### src/rtl/hazard_unit.sv
// Stall/forwarding controller for the five-stage MIPS pipeline (Tuse/Tnew scheme).
// Define HAZARD_FWD_EN to enable forwarding; without it every RAW hazard stalls until the GRF holds the value.
module hazard_unit (
  input  logic       clk,
  input  logic       reset,
  input  logic [4:0] D_rs,
  input  logic [4:0] D_rt,
  input  logic [4:0] D_A3,
  input  logic       D_WDsel,
  input  logic [1:0] E_WDSel,
  input  logic       M_WDSel,
  input  logic       D_rs_Tuse,
  input  logic       D_rt_Tuse,
  input  logic       E_rs_Tuse,
  input  logic       E_rt_Tuse,
  input  logic       M_rt_Tuse,
  output logic       stall,
  output logic       PC_en,
  output logic       D_en,
  output logic       E_clr,
  output logic [1:0] D_fwd_rs,
  output logic [1:0] D_fwd_rt,
  output logic [1:0] E_fwd_rs,
  output logic [1:0] E_fwd_rt,
  output logic [1:0] M_fwd_rt
);

  logic [1:0] w_rs_tuse;
  logic [1:0] w_rt_tuse;
  logic [1:0] w_d_tnew;
  logic       w_rs_stall;
  logic       w_rt_stall;

  // Stage records
  logic [4:0] r_e_rs;
  logic [4:0] r_e_rt;
  logic [4:0] r_e_a3;
  logic [1:0] r_e_tnew;
  logic [1:0] r_e_rt_tuse;
  logic [4:0] r_m_rt;
  logic [4:0] r_m_a3;
  logic [1:0] r_m_tnew;
  logic [1:0] r_m_rt_tuse;
  logic [4:0] r_w_a3;

  function automatic logic [1:0] age(input logic [1:0] t);
    return (t == 2'd0) ? 2'd0 : t - 2'd1;
  endfunction

  assign w_rs_tuse = D_rs_Tuse ? 2'd0 : (E_rs_Tuse ? 2'd1 : 2'd3);
  assign w_rt_tuse = D_rt_Tuse ? 2'd0 : (E_rt_Tuse ? 2'd1 : (M_rt_Tuse ? 2'd2 : 2'd3));
  assign w_d_tnew  = D_WDsel ? 2'd0 : (M_WDSel ? 2'd2 : ((E_WDSel == 2'b01) ? 2'd1 : 2'd0));

`ifdef HAZARD_FWD_EN
  // Nearest producer wins; a producer only forwards once its result exists (Tnew==0).
  function automatic logic [1:0] sel_d(input logic [4:0] r, input logic [4:0] e_a3,
                                       input logic [1:0] e_tnew, input logic [4:0] m_a3,
                                       input logic [1:0] m_tnew, input logic [4:0] w_a3);
    logic [1:0] s;
    s = 2'b00;
    if (r != 5'd0) begin
      if (r == e_a3 && e_tnew == 2'd0)      s = 2'b01;
      else if (r == m_a3 && m_tnew == 2'd0) s = 2'b10;
      else if (r == w_a3)                   s = 2'b11;
    end
    return s;
  endfunction

  function automatic logic [1:0] sel_e(input logic [4:0] r, input logic [4:0] m_a3,
                                       input logic [1:0] m_tnew, input logic [4:0] w_a3);
    logic [1:0] s;
    s = 2'b00;
    if (r != 5'd0) begin
      if (r == m_a3 && m_tnew == 2'd0) s = 2'b10;
      else if (r == w_a3)              s = 2'b11;
    end
    return s;
  endfunction

  assign w_rs_stall = (D_rs != 5'd0) &&
                      ((D_rs == r_e_a3 && w_rs_tuse < r_e_tnew) ||
                       (D_rs == r_m_a3 && w_rs_tuse < r_m_tnew));
  assign w_rt_stall = (D_rt != 5'd0) &&
                      ((D_rt == r_e_a3 && w_rt_tuse < r_e_tnew) ||
                       (D_rt == r_m_a3 && w_rt_tuse < r_m_tnew));

  assign D_fwd_rs = sel_d(D_rs, r_e_a3, r_e_tnew, r_m_a3, r_m_tnew, r_w_a3);
  assign D_fwd_rt = sel_d(D_rt, r_e_a3, r_e_tnew, r_m_a3, r_m_tnew, r_w_a3);
  assign E_fwd_rs = sel_e(r_e_rs, r_m_a3, r_m_tnew, r_w_a3);
  assign E_fwd_rt = sel_e(r_e_rt, r_m_a3, r_m_tnew, r_w_a3);
  assign M_fwd_rt = (r_m_rt != 5'd0 && r_m_rt == r_w_a3) ? 2'b11 : 2'b00;

  logic w_unused_bits;
  assign w_unused_bits = ^r_m_rt_tuse;
`else
  // GRF is not write-through, so a pending write in W must still block the reader.
  assign w_rs_stall = (D_rs != 5'd0) && (w_rs_tuse != 2'd3) &&
                      (D_rs == r_e_a3 || D_rs == r_m_a3 || D_rs == r_w_a3);
  assign w_rt_stall = (D_rt != 5'd0) && (w_rt_tuse != 2'd3) &&
                      (D_rt == r_e_a3 || D_rt == r_m_a3 || D_rt == r_w_a3);

  assign D_fwd_rs = 2'b00;
  assign D_fwd_rt = 2'b00;
  assign E_fwd_rs = 2'b00;
  assign E_fwd_rt = 2'b00;
  assign M_fwd_rt = 2'b00;

  logic w_unused_bits;
  assign w_unused_bits = ^{r_e_rs, r_m_rt, r_m_tnew, r_m_rt_tuse};
`endif

  assign stall = w_rs_stall | w_rt_stall;
  assign PC_en = ~stall;
  assign D_en  = ~stall;
  assign E_clr = stall;

  always_ff @(posedge clk) begin
    if (reset) begin
      r_e_rs      <= 5'd0;
      r_e_rt      <= 5'd0;
      r_e_a3      <= 5'd0;
      r_e_tnew    <= 2'd0;
      r_e_rt_tuse <= 2'd0;
      r_m_rt      <= 5'd0;
      r_m_a3      <= 5'd0;
      r_m_tnew    <= 2'd0;
      r_m_rt_tuse <= 2'd0;
      r_w_a3      <= 5'd0;
    end else begin
      if (stall) begin
        r_e_rs      <= 5'd0;
        r_e_rt      <= 5'd0;
        r_e_a3      <= 5'd0;
        r_e_tnew    <= 2'd0;
        r_e_rt_tuse <= 2'd0;
      end else begin
        r_e_rs      <= D_rs;
        r_e_rt      <= D_rt;
        r_e_a3      <= D_A3;
        r_e_tnew    <= w_d_tnew;
        r_e_rt_tuse <= w_rt_tuse;
      end
      r_m_rt      <= r_e_rt;
      r_m_a3      <= r_e_a3;
      r_m_tnew    <= age(r_e_tnew);
      r_m_rt_tuse <= r_e_rt_tuse;
      r_w_a3      <= r_m_a3;
    end
  end

endmodule

### config.mk
export PLATFORM = sky130hd
export DESIGN_NAME = hazard_unit
export DESIGN_NICKNAME = d
export VERILOG_FILES = /design/src/rtl/hazard_unit.sv
export SDC_FILE = /design/constraint.sdc
export NUM_CORES = 1
export LEC_CHECK = 0
export BUFFER_PORTS_ARGS = -buffer_cell sky130_fd_sc_hd__buf_4
export CAP_MARGIN = 20
export CELL_PAD_IN_SITES_DETAIL_PLACEMENT = 0
export CELL_PAD_IN_SITES_GLOBAL_PLACEMENT = 1
export CORE_AREA = 2 2 51 63
export CTS_CLUSTER_DIAMETER = 40
export DETAILED_ROUTE_END_ITERATION = 8
export DIE_AREA = 0 0 53 65
export PLACE_DENSITY = 0.78
export SYNTH_ARGS = -nofsm -noshare
export SYNTH_HDL_FRONTEND = slang
export SYNTH_SLANG_ARGS = --single-unit
### constraint.sdc
create_clock -name clk -period 2.2 [get_ports clk]
set_clock_uncertainty 0.15 [all_clocks]
set_input_delay 0.22 -clock clk [delete_from_list [all_inputs] [get_ports clk]]
set_output_delay 0.22 -clock clk [all_outputs]
set_load 0.005 [all_outputs]
# == Word-level counts from Yosys, hierarchy flattened ==
# Index checks and enable logic that the tools add are counted.
# totals
register_bits,15
word_cells,29
# op_classes
eq_ne,8
mux,5
bitwise_logic,2
n_reduce_logical,11
# ops
cell,count
$eq A5 B5 Y1,6
$reduce_bool A5 Y1,2
$mux W2,4
$logic_and A1 B1 Y1,4
$logic_or A1 B1 Y1,4
$ne A2 B2 Y1 const B,2
$reduce_or A2 Y1,1
$mux W1,1
$not A1 Y1,1
$or A1 B1 Y1,1

# == Longest topological paths before layout ==
# logic_depth
ltp_word,8
depth_mapped,6

# == Worst setup path before layout ==
# No wires, ideal clock.
# synth_timing
kind,in2out
from,input port D_rt[1]
to,output port stall
t_arrival_ns,1.356
slack_ns,0.474
path_stages,5
n_path_buf,1
cell_sequence,or4_4 -> o32ai_2 -> a21oi_2 -> or2_1 -> buf_4
# synth_via
elab_chain_len,5
word_cells_on_any_way,9
# synth_lines
item,line_no,text
from (decl),7,"input logic [4:0] D_rt,"
$eq A5 B5 Y1,100,(D_rt == r_e_a3 || D_rt == r_m_a3 || D_rt == r_w_a3);
$logic_or A1 B1 Y1 (2 in series),100,
$logic_and A1 B1 Y1 (*),99,assign w_rt_stall = (D_rt != 5'd0) && (w_rt_tuse != 2'd3) &&
$or A1 B1 Y1 (*),112,assign stall = w_rs_stall | w_rt_stall;
to (decl),17,"output logic stall,"
# Every way passes the cells marked *; elsewhere a longest branch is shown, timed or not.

# == Worst setup path after layout ==
# layout_timing
from,register r_e_a3[2]
to,output port E_clr
# layout_via
elab_chain_len,5
word_cells_on_any_way,9
# layout_lines
item,line_no,text
from (decl),37,logic [4:0] r_e_a3;
from (signal assigned),121,r_e_a3 <= 5'd0;
from (signal assigned),133,r_e_a3 <= 5'd0;
from (signal assigned),139,r_e_a3 <= D_A3;
"$eq A5 B5 Y1, on equally long branches","98, 100",
"$logic_or A1 B1 Y1, on equally long branches (2 in series)","98, 100",
"$logic_and A1 B1 Y1, on equally long branches","97, 99",
$or A1 B1 Y1 (*),112,
to (decl),20,"output logic E_clr,"
# Marks and branches as above.

==> impl_metrics.tcl <==
set metrics [dict create \
    setup_viol_count_final 0 \
    crit_fanout 5 \
    hold_path.class "input pin to flop" \
    diodes 0 \
    synth-simple-area-share 0.2097 \
    nets 151 \
    die_h_um 65 \
    crit_chain "xor2_1 > nor3_1 > a22oi_2 > a21oi_4 > or2_1 > buf_4" \
    fin_util 0.3948 \
    clk_path_buf_depth 2 \
    leakage_uw 0.0005230 \
    cts_root_buf "clkbuf_4" \
    drt-initial-drc-count 4 \
    die_x_um 53 \
    dpl_cell_area_sq_um 1080 \
    cts_tree "done" \
    vias_per_cell 4.331 \
    synth-xor-area-share 0.2897 \
    max_freq_ghz 0.4951 \
    drive_above_1_share 0.2984 \
    synth-compound-area-share 0.06207 \
    syn_area_sq_um 907.1 \
    worst_r2r_endpoint "r_e_a3[0]" \
    htreeDepth 1 \
    rows 22 \
    drt_wl_total_um 1859 \
    ys_seq_area_frac 0.3310 \
    tns_ns 0 \
    start_util 0.3139 \
    synthTopCellsByArea "dfxtp_1 (33%), xor2_1 (25%), buf_4 (9.9%), nor2b_1 (6.9%), nor4b_1 (4.8%)" \
    die_area_sq_um 3445 \
    area_growth_pct 25.79 \
    hold_violations 0 \
    vias 693 \
    final_antenna_net_count 0 \
    hold_end "r_e_a3[4]" \
    ys_ff_latch 15 \
    syn_area_per_cell_sq_um 9.449 \
    hold_start "D_A3[4]" \
    grt_start_max_net_pins 16 \
    firstDrtPassIters 2 \
    synth_top_area_frac 0.3310 \
    antenna_found_initial 0 \
    ff2ff_setup_slack_ns 0.58 \
    ys_async_sr_fraction 0 \
    clk_latency_ns 0.28 \
    routabilityCongestion 0.7248 \
    peakVddDrop_uv 343.5 \
    grt.total_usage 0.1224 \
    rsz0062_at_grt "false" \
    remaining_drc_errors 0 \
    pre_cts_slack_ns 0.2686 \
    stdcell_area_sq_um 1141 \
    wl_per_cell_um 11.62 \
    cts.sinks 15 \
    synth_top_family_by_area "XOR/XNOR gates" \
    ys.flop_type "dfxtp_1" \
    final_max_slew_viol_count 0 \
    hpwl_um 1518 \
    worst_ep_arrival_time_ns 1.65 \
    synth_cell_types 20 \
    design.core.area_sq_um 2890 \
    clkTransAtPathRegs_ns 0.08 \
    fin_ws_ns 0.1800 \
    finalCritPeriodShare 0.9182 \
    maxCapViolations 0 \
    ioPinCount 40 \
    synth_top_cell_by_area "dfxtp_1" \
    reg2regPathDepth 6 \
    fin_hold_ws_ns 0.05973 \
    period_needed_ns 2.020 \
    port_buffers 25 \
    status "complete, no violations" \
    yosys_warnings 0 \
    r2r_start "r_m_a3[3]" \
    max_stage_delay_ns 0.35 \
    synth_most_common_cell "xor2_1" \
    ys_top_cells_by_count "xor2_1 (26), dfxtp_1 (15), buf_4 (12)" \
    numCtsBuffers 3 \
    cp_slowest_cell "dfxtp_1" \
    cp-start-kind "flop" \
    synth_edf_count 0 \
    synth_mux_area_frac 0 \
    power.density_nw_per_um2 533.0 \
    synth_cells 96 \
    cp.required_ns 1.83 \
    overflow 0 \
    synthAdderAreaFrac 0 \
    grt_pass1_vias 709 \
    grt_pass1_wl_um 3111 \
    worstSetupPathType "flop to output pin" \
    end_kind "output pin" \
    holdPathStages 2 \
]
## sequential cells by signal, summed over array words and instances (netlist names)
register and count:
r_e_a3 5, r_m_a3 5, r_w_a3 5
## cell usage in the layout, fill, tap and decap left out
master    Yosys  routed
or4_1         1       1
o32ai_2       1       1
nor3_1        6       6
clkbuf_4      0       3
a22oi_1       1       1
xor2_1       26      26
buf_4        12      28
a21oi_2       1       1
conb_1        1      10
dfxtp_1      15      15
xnor2_1       4       4
nor2_1        5       5
a21oi_4       0       1
a22oi_2       1       1
or2_1         1       1
nor2b_1      10      10
nand3_1       2       2
o22ai_1       1       1
or4_4         1       1
clkinv_2      0       1
nor4b_1       5       5
## worst max-delay path by stage
stage	startpoint	endpoint	slack [ns]	depth (start not counted)
2_1_floorplan	D_rt[1]	stall	0.47	5
3_3_place_gp	D_rt[1]	stall	0.29	6
3_5_place_dp	D_rs[3]	E_clr	0.27	7
4_1_cts	r_m_a3[2]	E_clr	0.02	6
5_1_grt	r_m_a3[2]	stall	0.03	6
6_report	r_e_a3[2]	E_clr	0.18	6
## kinds of logic (layout without fill, tap and decap cells)
logic type / count (synthesis) / in the layout
AND/OR/NAND/NOR: 31 / 31
XOR/XNOR: 30 / 30
flip-flops: 15 / 15
buffers and inverters: 13 / 32
AO/OA/AOI/OAI: 6 / 6
other: 1 / 10
## what timing repair did
action | CTS | global route
setup endpoints to repair | 2 | 4
buffers inserted | 0 | 3
hold buffers | 0 | 0
gates resized for setup | 1 | 1
pin swaps | 0 | 2
cloned | 0 | 0
## critical path: cells and delay by family, from the launching register on
| family | cells | cell delay (ns) |
|---|---|---|
| AO/OA/AOI/OAI | 2 | 0.33 |
| buffers and inverters | 1 | 0.11 |
| XOR/XNOR | 1 | 0.17 |
| flip-flops | 1 | 0.35 |
| AND/OR/NAND/NOR | 2 | 0.41 |
## through the flow
stage	std cells	total power [uW]
finish	160	608.2
global route	160	642.3
CTS	157	606.8
detailed placement	153	457.8
global placement	153	453.7
floorplan	105	404.2
## final cells by class
class	count	area [sq um]
repair buffers	28	210.2
well taps	36	45.04
clock inverters	1	5.005
multi-input cells	77	558.0
clock buffers	3	22.52
flip-flops and latches	15	300.3
fillers	306	1749
## metal layers
layer | wire, um | up-vias | GRT usage
li1 | - | 354 | -
met5 | 0 | - | 0
met3 | 133 | 4 | 0.01843
met1 | 833 | 307 | 0.1512
met4 | 29 | 0 | 0.05769
met2 | 863 | 28 | 0.2031
## power breakdown
group          internal (uW)  switching (uW)
clock network           67.4            81.8
registers                287            16.8
logic                   87.1            68.2
total                    441             167
No activity file was read; power rests on OpenSTA's default activity.
